### config.mk
export PLATFORM = sky130hd
export DESIGN_NAME = board_eval
export DESIGN_NICKNAME = d
export VERILOG_FILES = /design/src/rtl/chess_pkg.sv /design/src/rtl/board_eval_piece_value.sv /design/src/rtl/board_eval.sv
export SDC_FILE = /design/constraint.sdc
export NUM_CORES = 1
export LEC_CHECK = 0
export CELL_PAD_IN_SITES_DETAIL_PLACEMENT = 0
export CELL_PAD_IN_SITES_GLOBAL_PLACEMENT = 1
export CORE_MARGIN = 2
export CORE_UTILIZATION = 43
export DETAILED_ROUTE_END_ITERATION = 8
export GPL_TIMING_DRIVEN = 0
export PLACE_DENSITY_LB_ADDON = 0.1
export SETUP_SLACK_MARGIN = 0.3
export SLEW_MARGIN = 10
export SYNTH_ARGS = -nofsm -noshare
export SYNTH_HDL_FRONTEND = slang
export SYNTH_SLANG_ARGS = --single-unit
### constraint.sdc
create_clock -name clk -period 4.55 [get_ports clk]
set_clock_uncertainty 0.1 [all_clocks]
set_input_delay 0.91 -clock clk [delete_from_list [all_inputs] [get_ports clk]]
set_output_delay 0.91 -clock clk [all_outputs]
set_load 0.02 [all_outputs]
### src/rtl/chess_pkg.sv
// -----------------------------------------------------------------------------
// chess_pkg
// Shared definitions for the board evaluator:
//   - signed 8-bit piece codes (white positive, black negative, EMPTY = 0)
//   - code-magnitude range bounds and centipawn piece values
//   - slave register addresses
//   - evaluator FSM state enum
//   - initial best-score helper
// -----------------------------------------------------------------------------
package chess_pkg;

    // Piece codes. Each piece type owns a band of magnitudes so that
    // individual pieces can carry distinct codes.
    localparam logic signed [7:0] EMPTY    = 8'sd0;
    localparam logic signed [7:0] WPAWN0   = 8'sd1;
    localparam logic signed [7:0] WPAWN1   = 8'sd2;
    localparam logic signed [7:0] WPAWN2   = 8'sd3;
    localparam logic signed [7:0] WPAWN3   = 8'sd4;
    localparam logic signed [7:0] WPAWN4   = 8'sd5;
    localparam logic signed [7:0] WPAWN5   = 8'sd6;
    localparam logic signed [7:0] WPAWN6   = 8'sd7;
    localparam logic signed [7:0] WPAWN7   = 8'sd8;
    localparam logic signed [7:0] WROOK0   = 8'sd9;
    localparam logic signed [7:0] WROOK1   = 8'sd10;
    localparam logic signed [7:0] WKNIGHT0 = 8'sd19;
    localparam logic signed [7:0] WKNIGHT1 = 8'sd20;
    localparam logic signed [7:0] WBISHOP0 = 8'sd29;
    localparam logic signed [7:0] WBISHOP1 = 8'sd30;
    localparam logic signed [7:0] WQUEEN   = 8'sd39;
    localparam logic signed [7:0] WKING    = 8'sd48;
    localparam logic signed [7:0] BPAWN0   = -8'sd1;
    localparam logic signed [7:0] BPAWN1   = -8'sd2;
    localparam logic signed [7:0] BPAWN2   = -8'sd3;
    localparam logic signed [7:0] BPAWN3   = -8'sd4;
    localparam logic signed [7:0] BPAWN4   = -8'sd5;
    localparam logic signed [7:0] BPAWN5   = -8'sd6;
    localparam logic signed [7:0] BPAWN6   = -8'sd7;
    localparam logic signed [7:0] BPAWN7   = -8'sd8;
    localparam logic signed [7:0] BROOK0   = -8'sd9;
    localparam logic signed [7:0] BROOK1   = -8'sd10;
    localparam logic signed [7:0] BKNIGHT0 = -8'sd19;
    localparam logic signed [7:0] BKNIGHT1 = -8'sd20;
    localparam logic signed [7:0] BBISHOP0 = -8'sd29;
    localparam logic signed [7:0] BBISHOP1 = -8'sd30;
    localparam logic signed [7:0] BQUEEN   = -8'sd39;
    localparam logic signed [7:0] BKING    = -8'sd48;

    // Upper magnitude bound of each piece band (lower bound is previous + 1).
    localparam logic [7:0] PAWN_MAG_MAX   = 8'd8;
    localparam logic [7:0] ROOK_MAG_MAX   = 8'd18;
    localparam logic [7:0] KNIGHT_MAG_MAX = 8'd28;
    localparam logic [7:0] BISHOP_MAG_MAX = 8'd38;
    localparam logic [7:0] QUEEN_MAG_MAX  = 8'd47;
    localparam logic [7:0] KING_MAG       = 8'd48;

    // Piece values (white perspective).
    localparam logic signed [31:0] PAWN_VAL   = 32'sd100;
    localparam logic signed [31:0] ROOK_VAL   = 32'sd500;
    localparam logic signed [31:0] KNIGHT_VAL = 32'sd320;
    localparam logic signed [31:0] BISHOP_VAL = 32'sd330;
    localparam logic signed [31:0] QUEEN_VAL  = 32'sd900;
    localparam logic signed [31:0] KING_VAL   = 32'sd20000;

    // Slave register addresses.
    localparam logic [3:0] REG_CTRL  = 4'd0;
    localparam logic [3:0] REG_SRC   = 4'd1;
    localparam logic [3:0] REG_COUNT = 4'd2;
    localparam logic [3:0] REG_DST   = 4'd3;
    localparam logic [3:0] REG_SIDE  = 4'd4;
    localparam logic [3:0] REG_BEST  = 4'd5;

    // Starting best score: the worst possible value for the side to move.
    localparam logic signed [31:0] BEST_INIT_WHITE = 32'sh8000_0000;
    localparam logic signed [31:0] BEST_INIT_BLACK = 32'sh7FFF_FFFF;

    typedef enum logic [2:0] {
        IDLE,
        RD_REQ,
        RD_WAIT,
        WR_SCORE,
        NEXT,
        DONE
    } state_t;

    function automatic logic signed [31:0] best_init(input logic side_black);
        return side_black ? BEST_INIT_BLACK : BEST_INIT_WHITE;
    endfunction

endpackage

### src/rtl/board_eval_piece_value.sv
// -----------------------------------------------------------------------------
// piece_value
// Combinational map from a signed 8-bit piece code to its signed 32-bit
// material value: magnitude selects the piece band, sign selects the colour.
//   code  : input  signed [7:0]  piece code
//   value : output signed [31:0] material value (negative for black)
// -----------------------------------------------------------------------------
module piece_value
    import chess_pkg::*;
(
    input  logic signed [7:0]  code,
    output logic signed [31:0] value
);

    logic [7:0]         raw;
    logic [7:0]         mag;
    logic signed [31:0] base;

    always_comb begin
        raw = code;
        // -128 has magnitude 128, which falls in the zero-value band.
        mag = raw[7] ? (8'd0 - raw) : raw;

        if (mag == 8'd0)                 base = '0;
        else if (mag <= PAWN_MAG_MAX)    base = PAWN_VAL;
        else if (mag <= ROOK_MAG_MAX)    base = ROOK_VAL;
        else if (mag <= KNIGHT_MAG_MAX)  base = KNIGHT_VAL;
        else if (mag <= BISHOP_MAG_MAX)  base = BISHOP_VAL;
        else if (mag <= QUEEN_MAG_MAX)   base = QUEEN_VAL;
        else if (mag == KING_MAG)        base = KING_VAL;
        else                             base = '0;

        value = raw[7] ? -base : base;
    end

endmodule

### src/rtl/board_eval.sv
// -----------------------------------------------------------------------------
// board_eval
// Material evaluator for a batch of chess boards held in memory. Software
// programs SRC/COUNT/DST/SIDE over the Avalon-MM slave and writes START; the
// Avalon-MM master then reads each board one byte-square at a time, writes
// the board's score to DST+4*i, and tracks the best board for SIDE.
//   clk, rst_n      : clock, asynchronous active-low reset
//   slave_*         : register access (reg0 read stalls until the batch ends)
//   master_*        : board reads / score writes, one transfer at a time
// -----------------------------------------------------------------------------
module board_eval
    import chess_pkg::*;
#(
    parameter int MAX_BOARDS = 255
)(
    input  logic        clk,
    input  logic        rst_n,
    output logic        slave_waitrequest,
    input  logic [3:0]  slave_address,
    input  logic        slave_read,
    output logic [31:0] slave_readdata,
    input  logic        slave_write,
    input  logic [31:0] slave_writedata,
    input  logic        master_waitrequest,
    output logic [31:0] master_address,
    output logic        master_read,
    input  logic [31:0] master_readdata,
    input  logic        master_readdatavalid,
    output logic        master_write,
    output logic [31:0] master_writedata
);

    localparam logic [7:0] MAX_COUNT = (MAX_BOARDS > 255) ? 8'd255 : 8'(MAX_BOARDS);

    state_t             state, state_nxt;
    logic [31:0]        src_base, dst_base;
    logic [7:0]         count;
    logic               side;
    logic [7:0]         board_idx;
    logic [5:0]         sq_idx;
    logic signed [31:0] acc;
    logic signed [31:0] best_score;
    logic [31:0]        best_idx;
    logic signed [31:0] sq_value;

    logic cfg_open;
    logic cfg_write;
    logic start;
    logic ctrl_read_done;
    logic more_boards;
    logic unused_readdata;

    function automatic logic [7:0] clamp_count(input logic [7:0] raw);
        return (raw > MAX_COUNT) ? MAX_COUNT : raw;
    endfunction

    // Strict comparison so that equal scores keep the earlier board.
    function automatic logic is_better(input logic side_black,
                                       input logic signed [31:0] score,
                                       input logic signed [31:0] best);
        return side_black ? (score < best) : (score > best);
    endfunction

    piece_value u_piece_value (
        .code  (master_readdata[7:0]),
        .value (sq_value)
    );

    assign unused_readdata = ^master_readdata[31:8];

    // Configuration is only accepted while no batch is running.
    assign cfg_open       = (state == IDLE) || (state == DONE);
    assign cfg_write      = slave_write && cfg_open;
    assign start          = cfg_write && (slave_address == REG_CTRL);
    assign ctrl_read_done = slave_read && (slave_address == REG_CTRL) && (state == DONE);
    assign more_boards    = ({1'b0, board_idx} + 9'd1) < {1'b0, count};

    assign slave_waitrequest = slave_read && (slave_address == REG_CTRL) && !cfg_open;

    always_comb begin
        slave_readdata = '0;
        if (slave_read) begin
            case (slave_address)
                REG_CTRL:  slave_readdata = best_idx;
                REG_SRC:   slave_readdata = src_base;
                REG_COUNT: slave_readdata = {24'd0, count};
                REG_DST:   slave_readdata = dst_base;
                REG_SIDE:  slave_readdata = {31'd0, side};
                REG_BEST:  slave_readdata = best_score;
                default:   slave_readdata = '0;
            endcase
        end
    end

    // State register
    always_ff @(posedge clk or negedge rst_n) begin
        if (!rst_n) state <= IDLE;
        else        state <= state_nxt;
    end

    // Next state and master outputs; outputs depend only on registered state
    // so they stay stable for the whole of a stalled transfer.
    always_comb begin
        state_nxt        = state;
        master_read      = 1'b0;
        master_write     = 1'b0;
        master_address   = '0;
        master_writedata = '0;
        case (state)
            IDLE: begin
                if (start) state_nxt = (count == 8'd0) ? DONE : RD_REQ;
            end
            RD_REQ: begin
                master_read    = 1'b1;
                master_address = src_base + {18'd0, board_idx, sq_idx};
                if (!master_waitrequest) state_nxt = RD_WAIT;
            end
            RD_WAIT: begin
                if (master_readdatavalid) state_nxt = (sq_idx == 6'd63) ? WR_SCORE : RD_REQ;
            end
            WR_SCORE: begin
                master_write     = 1'b1;
                master_address   = dst_base + {22'd0, board_idx, 2'b00};
                master_writedata = acc;
                if (!master_waitrequest) state_nxt = NEXT;
            end
            NEXT: begin
                state_nxt = more_boards ? RD_REQ : DONE;
            end
            DONE: begin
                if (start)               state_nxt = (count == 8'd0) ? DONE : RD_REQ;
                else if (ctrl_read_done) state_nxt = IDLE;
            end
            default: state_nxt = IDLE;
        endcase
    end

    // Configuration registers
    always_ff @(posedge clk or negedge rst_n) begin
        if (!rst_n) begin
            src_base <= '0;
            count    <= '0;
            dst_base <= '0;
            side     <= 1'b0;
        end else if (cfg_write) begin
            case (slave_address)
                REG_SRC:   src_base <= slave_writedata;
                REG_COUNT: count    <= clamp_count(slave_writedata[7:0]);
                REG_DST:   dst_base <= slave_writedata;
                REG_SIDE:  side     <= slave_writedata[0];
                default:   ;
            endcase
        end
    end

    // Walk counters, score accumulator and best tracking
    always_ff @(posedge clk or negedge rst_n) begin
        if (!rst_n) begin
            board_idx  <= '0;
            sq_idx     <= '0;
            acc        <= '0;
            best_score <= '0;
            best_idx   <= '0;
        end else if (start) begin
            board_idx  <= '0;
            sq_idx     <= '0;
            acc        <= '0;
            best_score <= best_init(side);
            best_idx   <= '1;
        end else if (state == RD_WAIT && master_readdatavalid) begin
            acc    <= acc + sq_value;
            sq_idx <= sq_idx + 6'd1;
        end else if (state == NEXT) begin
            if (is_better(side, acc, best_score)) begin
                best_score <= acc;
                best_idx   <= {24'd0, board_idx};
            end
            board_idx <= board_idx + 8'd1;
            acc       <= '0;
        end
    end

endmodule
==> impl_metrics.toml, run 1 <==
[yosys]
synth.yosys.warnings = 0
synth_seq_cells = 162
seq_area_frac_synth_pct = 32.2
synth_compound_gate_area_share_pct = 22.0
netlist.area_leader.share_pct = 32.2
synth_xor_area_share_pct = 6.39
synth-simple-area-share_pct = 16.5
avgSynthCellArea_um2 = 8.86
synth_cells = 1421
syn_area_um2 = 12600
muxShareOfSynthArea_pct = 7.89
synth_flop_cell = "dfrtp_1"
ys_top_cells_by_area = "dfrtp_1 (32%), ha_1 (10%), mux2_2 (6.6%)"
yosysTopAreaCell = "dfrtp_1"
synth-edff-count = 0
synth_cell_types = 80
synthAdderAreaFrac_pct = 10.5
async_flop_share_pct = 100
synth_top_family_by_area = "compound AO/OA/AOI/OAI gates"
synth_nets = 1599
synth_commonest_cells = "dfrtp_1 (162), nand2_1 (162), ha_1 (101)"

[finish]
fill_cells = 2601
ff_latch_area_um2 = 4060
final_nets = 1872
design_area_um2 = 17200
syn_to_final_growth_pct = 36.8
post-route-util_pct = 59.9
num_antenna_cells = 0
multi_input_area_um2 = 9040
layout-drive-gt1-share_pct = 26.5

[critical_path]
critPathRequiredTime_ps = 4760
worstSetupPathType = "in -> reg"
cp-end-kind = "flop"
cp.arrival_ps = 5270
cp_max_fo = 8
critPathLaunchType = "input port"

[route]
dr.pass1.iters = 7
routed_via_density = 5.82
drt_iter0_markers = 815
drc = 0
antenna_left = 0
vias = 12200
wl_per_cell_um = 21.0
routed_wl_um = 43900

[sta]
worst_slack_ps = -518
worst_pin_slew_ps = 863
finalCritPeriodShare_pct = 111
slew_violations = 0
setup_violations = 20
grt_setup_unrepaired = "yes"
min_period_ps = 5070
finalHoldViolations = 0
finalSetupTns_ps = -6900
max_freq_ghz = 0.197
maxSlewHeadroom_pct = 42.5

[global_route]
gr-usage-all-layers_pct = 28.7
grt_pass1_wl_um = 68500
grt_max_degree = 96
overflow = 0
antenna_found_initial = 0
grt_pass1_vias = 12200

[floorplanning]
die_area_um2 = 30700
io_pins = 173
start_util_pct = 43.8
row_count = 62
die_h_um = 175
coreArea_um2 = 28800
die_w_um = 175

[power_and_ir_drop]
finalPower_uw = 9560
cellPowerDensity_nw_per_um2 = 555
leakagePower_uw = 0.00746
ir_drop_uv = 302

[clock_tree]
cts_tree = "yes"
cts_buffer_depth = 2
clock_sinks = 162
cts.root.buffer_cell = "clkbuf_16"
clkLatencyLatePin_ps = 440
clk_transition_reported_paths_ps = 70
htreeDepth = 4
numCtsBuffers = 17

[outcome]
status = "finished with violations"
violations = "setup timing"

[placement]
place_area_um2 = 14800
routabilityCongestion = 0.907
dp_hpwl_um = 32000
portBuffers = 143

[hold_path]
hp-class = "in -> async"

[run]
maxCapViolCount = 0
[stage by stage]
step / setup slack [ps] / hold slack (ps) / cells
global route: -642 / 359 / 2091
detailed placement: -2150 / 385 / 1950
CTS: -562 / 341 / 2060
global placement: -4530 / 382 / 1948
finish: -518 / 299 / 2091
floorplan: -664 / 365 / 1421
[routing by layer]
metal	vias to the layer above	part of all wire (%)	track usage, %
met5	-	0	0
met3	63	5.1	4.53
li1	5779	-	-
met1	5985	44	37.4
met4	0	2.7	10.0
met2	349	49	48.3
[registers in the layout (all words and copies together) (netlist names), 6 cells and up]
name,cells
best_score,32
dst_base,32
src_base,32
acc,31
best_idx,9
board_idx,8
count,8
sq_idx,6
[logic make-up after synthesis]
logic type,count (synthesis)
compound gates,406
flops,162
buf+inv,148
other cells,1
fa+ha+maj,104
mux,90
simple gates,419
xor+xnor,91
[layout by cell type, fill, tap and decap left out, drive strengths merged, types with 14 or more instances in the layout]
master / netlist / routed
o22ai: 25 / 25
o31ai: 16 / 16
mux2: 74 / 74
a221o: 26 / 26
clkbuf: 61 / 87
nand4: 19 / 19
a31oi: 47 / 47
o21ai: 77 / 77
a21oi: 65 / 65
nor3: 14 / 14
dfrtp: 162 / 162
a21o: 27 / 27
inv: 69 / 70
nand3: 37 / 37
nand2: 162 / 162
clkdlybuf4s50: 0 / 108
a22oi: 43 / 43
nor2: 62 / 62
mux2i: 16 / 16
and2: 38 / 38
xor2: 47 / 47
xnor2: 44 / 44
buf: 16 / 147
ha: 101 / 101
and3: 17 / 17
[what timing repair did]
item,4_1_cts,5_1_grt
setup endpoints to repair,126,80
buffers inserted,75,31
gates resized for setup,277,129
gates cloned,3,0
hold buffers,0,0
endpoints found under the hold margin,0,0
pin swaps,81,95
[final timing paths]
path	end	from	cells past startpoint	slack, ps
min	dst_base[4]	rst_n	1	300
max reg2reg	best_idx[6]	acc[28]	11	630
max in group asynchronous	best_score[22]	rst_n	2	3150
min reg2reg	best_idx[2]	best_idx[2]	2	400
max	acc[29]	master_readdata[1]	25	-520
min in group clk	best_idx[2]	best_idx[2]	2	400
[critical path, stage by stage]
cell and delay (ps):
buf_12 110, or4_4 520, buf_6 150, buf_6 120, nor3_4 190, nor2_4 80, a31o_4 230, or2_4 230
buf_8 120, ha_4 170, nor2_4 130, a41oi_4 50, buf_12 170, clkbuf_8 150, o31ai_2 60, ha_1 330
a21oi_2 190, o21ai_1 100, a311o_1 340, nor2b_4 150, a211oi_4 300, nor2_1 80, a21oi_1 160, xor2_1 160
o21ai_1 70
[cell type report]
cell class	count	share of cell area [%]
Sequential cell	162	23.6
Inverter	71	1.59
Clock inverter	9	0.458
Tap cell	384	2.79
Buffer	77	2.57
Timing Repair Buffer	254	13.7
Clock buffer	23	2.83
Multi-Input combinational cell	1111	52.5
[report_power, final]
| group | total (uW) | internal [uW] | switching (uW) |
|---|---|---|---|
| clock | 1440 | 809 | 627 |
| sequential | 2850 | 2020 | 834 |
| combinational | 5270 | 2500 | 2770 |
(Power assumes the default switching activity.)
==> run 2: changes to the inputs <==
--- a/config.mk
+++ b/config.mk
@@ -9,10 +9,10 @@
 export CELL_PAD_IN_SITES_GLOBAL_PLACEMENT = 1
 export CORE_MARGIN = 2
 export CORE_UTILIZATION = 43
+export CTS_CLUSTER_SIZE = 30
 export DETAILED_ROUTE_END_ITERATION = 8
 export GPL_TIMING_DRIVEN = 0
 export PLACE_DENSITY_LB_ADDON = 0.1
-export SETUP_SLACK_MARGIN = 0.3
 export SLEW_MARGIN = 10
 export SYNTH_ARGS = -nofsm -noshare
 export SYNTH_HDL_FRONTEND = slang
==> impl_metrics.toml, run 2 (same netlist as run 1, synthesis figures left out) <==
[outcome]
status = "finished with violations"
violations = "setup timing"

[route]
routed_wl_um = 43700
drt_iter0_markers = 711
dr.pass1.iters = 5
vias = 12100
drc = 0
routed_via_density = 5.83
wl_per_cell_um = 21.0
antenna_left = 0

[critical_path]
cp.buffers_inverters = 7
regToRegEndpoint = "best_score[29]"
cp.arrival_ps = 5230
path_common_cell = "buf_4"
crit_family = "compound AO/OA/AOI/OAI gates"
worstSetupPathType = "in -> reg"
cp_max_fo = 4
regToRegSetupSlack_ps = 690
r2r_cells = 11
critPathRequiredTime_ps = 4790
critPathLaunchType = "input port"
critPathMaxStageDelay_ps = 390
r2r_start = "acc[28]"
slowest_stage = "xor2_1"
cp-end-kind = "flop"

[finish]
num_antenna_cells = 0
fin_cells = 2077
post-route-util_pct = 59.1
design_area_um2 = 17000
fill_cells = 2587
final_common_cell = "dfrtp_1"
layout_common_cells = "dfrtp_1 (160), nand2_1 (155), clkdlybuf4s50_1 (112)"
layout-drive-gt1-share_pct = 23.4
reg_top3 = "best_score (32), dst_base (32), src_base (32)"
multi_input_area_um2 = 8940
ff_latch_area_um2 = 4060
syn_to_final_growth_pct = 35.1
final_nets = 1858

[clock_tree]
clock_sinks = 162
ctsHoldBuffers = 0
numCtsBuffers = 17
clk_transition_reported_paths_ps = 80
cts_buffer_depth = 2
cts.root.buffer_cell = "clkbuf_16"
clkLatencyLatePin_ps = 440
cts_tree = "yes"
htreeDepth = 4

[sta]
worst_pin_slew_ps = 985
min_period_ps = 5000
slew_violations = 0
finalCritPeriodShare_pct = 110
setup_violations = 19
worst_slack_ps = -448
max_freq_ghz = 0.200
finalHoldViolations = 0
maxSlewHeadroom_pct = 34.4
grt_setup_unrepaired = "yes"
whs_ps = 355

[floorplanning]
io_pins = 173
coreArea_um2 = 28800
die_w_um = 175
start_util_pct = 43.8
die_area_um2 = 30700
die_h_um = 175
row_count = 62

[power_and_ir_drop]
p_int_uw = 5210
finalPower_uw = 9450
swShare_pct = 44.8
p_seq_share_pct = 30.2
cellPowerDensity_nw_per_um2 = 555
p_switching_uw = 4240
comb_power_share_pct = 53.8
ir_drop_uv = 281
pwr-share-clk_pct = 16.0
leakagePower_uw = 0.00727

[placement]
place_area_um2 = 14800
routabilityCongestion = 0.908
portBuffers = 143
dp_hpwl_um = 32100
place_inst = 1950

[global_route]
antenna_found_initial = 0
grt_pass1_vias = 12000
gr-usage-all-layers_pct = 28.1
overflow = 0
grt_max_degree = 89
grt_pass1_wl_um = 66900

[hold_path]
hp-class = "in -> async"

[run]
maxCapViolCount = 0
==> run 2: cell count changes in the layout (fill, tap and decap cells not counted), sizes merged <==
| cell | change |
|---|---|
| inv | +7 |
| clkbuf | -12 |
| clkinvlp | -1 |
| clkdlybuf4s15 | -2 |
| clkdlybuf4s50 | +4 |
| dlygate4sd2 | +6 |
| buf | -16 |
==> run 2: repair_timing <==
item                                    in CTS  in global routing
endpoints found under the setup margin      99                 68
cloned                                       2                  0
setup buffers                               70                 28
pin swaps                                   81                 85
gates resized for setup                    198                116
hold endpoints to repair                     0                  0
==> run 2: final cells by class <==
cell class                 count  share of cell area (%)
inverter                      71                    1.74
clock buffer                  17                    2.50
multi-input combinational   1111                    52.5
clock inverter                15                    1.10
buffer                        72                    2.24
sequential                   162                    23.8
timing repair buffer         245                    13.2
tap                          384                    2.82
==> run 2: stage by stage <==
| step | setup slack, ps | TNS, ps |
|---|---|---|
| 4_1_cts | -449 | -4840 |
| 3_3_place_gp | -4450 | -787000 |
| 6_report | -448 | -5860 |
| 3_5_place_dp | -2090 | -67360 |
| 5_1_grt | -624 | -9640 |
| 2_1_floorplan | -664 | -8780 |
==> run 2: power groups by stage <==
stage	sequential, uW	clock, uW	combinational, uW
2_1_floorplan	2500	0	3190
3_3_place_gp	2840	0	4280
3_5_place_dp	2850	0	4340
4_1_cts	2820	1520	4760
5_1_grt	2930	1580	5570
6_report	2860	1510	5080
==> run 2: per-layer routing <==
metal,global-route usage [%],vias up,share of wire [%]
li1,-,5763,-
met1,36.6,5984,44
met2,49.0,312,50
met3,3.35,57,4.0
met4,7.85,0,2.2
met5,0,-,0
==> run 2: worst max-delay path by stage <==
stage | start | endpoint | depth (start not counted)
finish | master_readdata[2] | acc[30] | 25
global placement | rst_n | acc[20] | 1
global route | master_readdata[2] | acc[30] | 25
floorplan | master_readdata[2] | acc[31] | 24
detailed placement | master_readdata[0] | acc[21] | 24
CTS | master_readdata[2] | acc[24] | 21
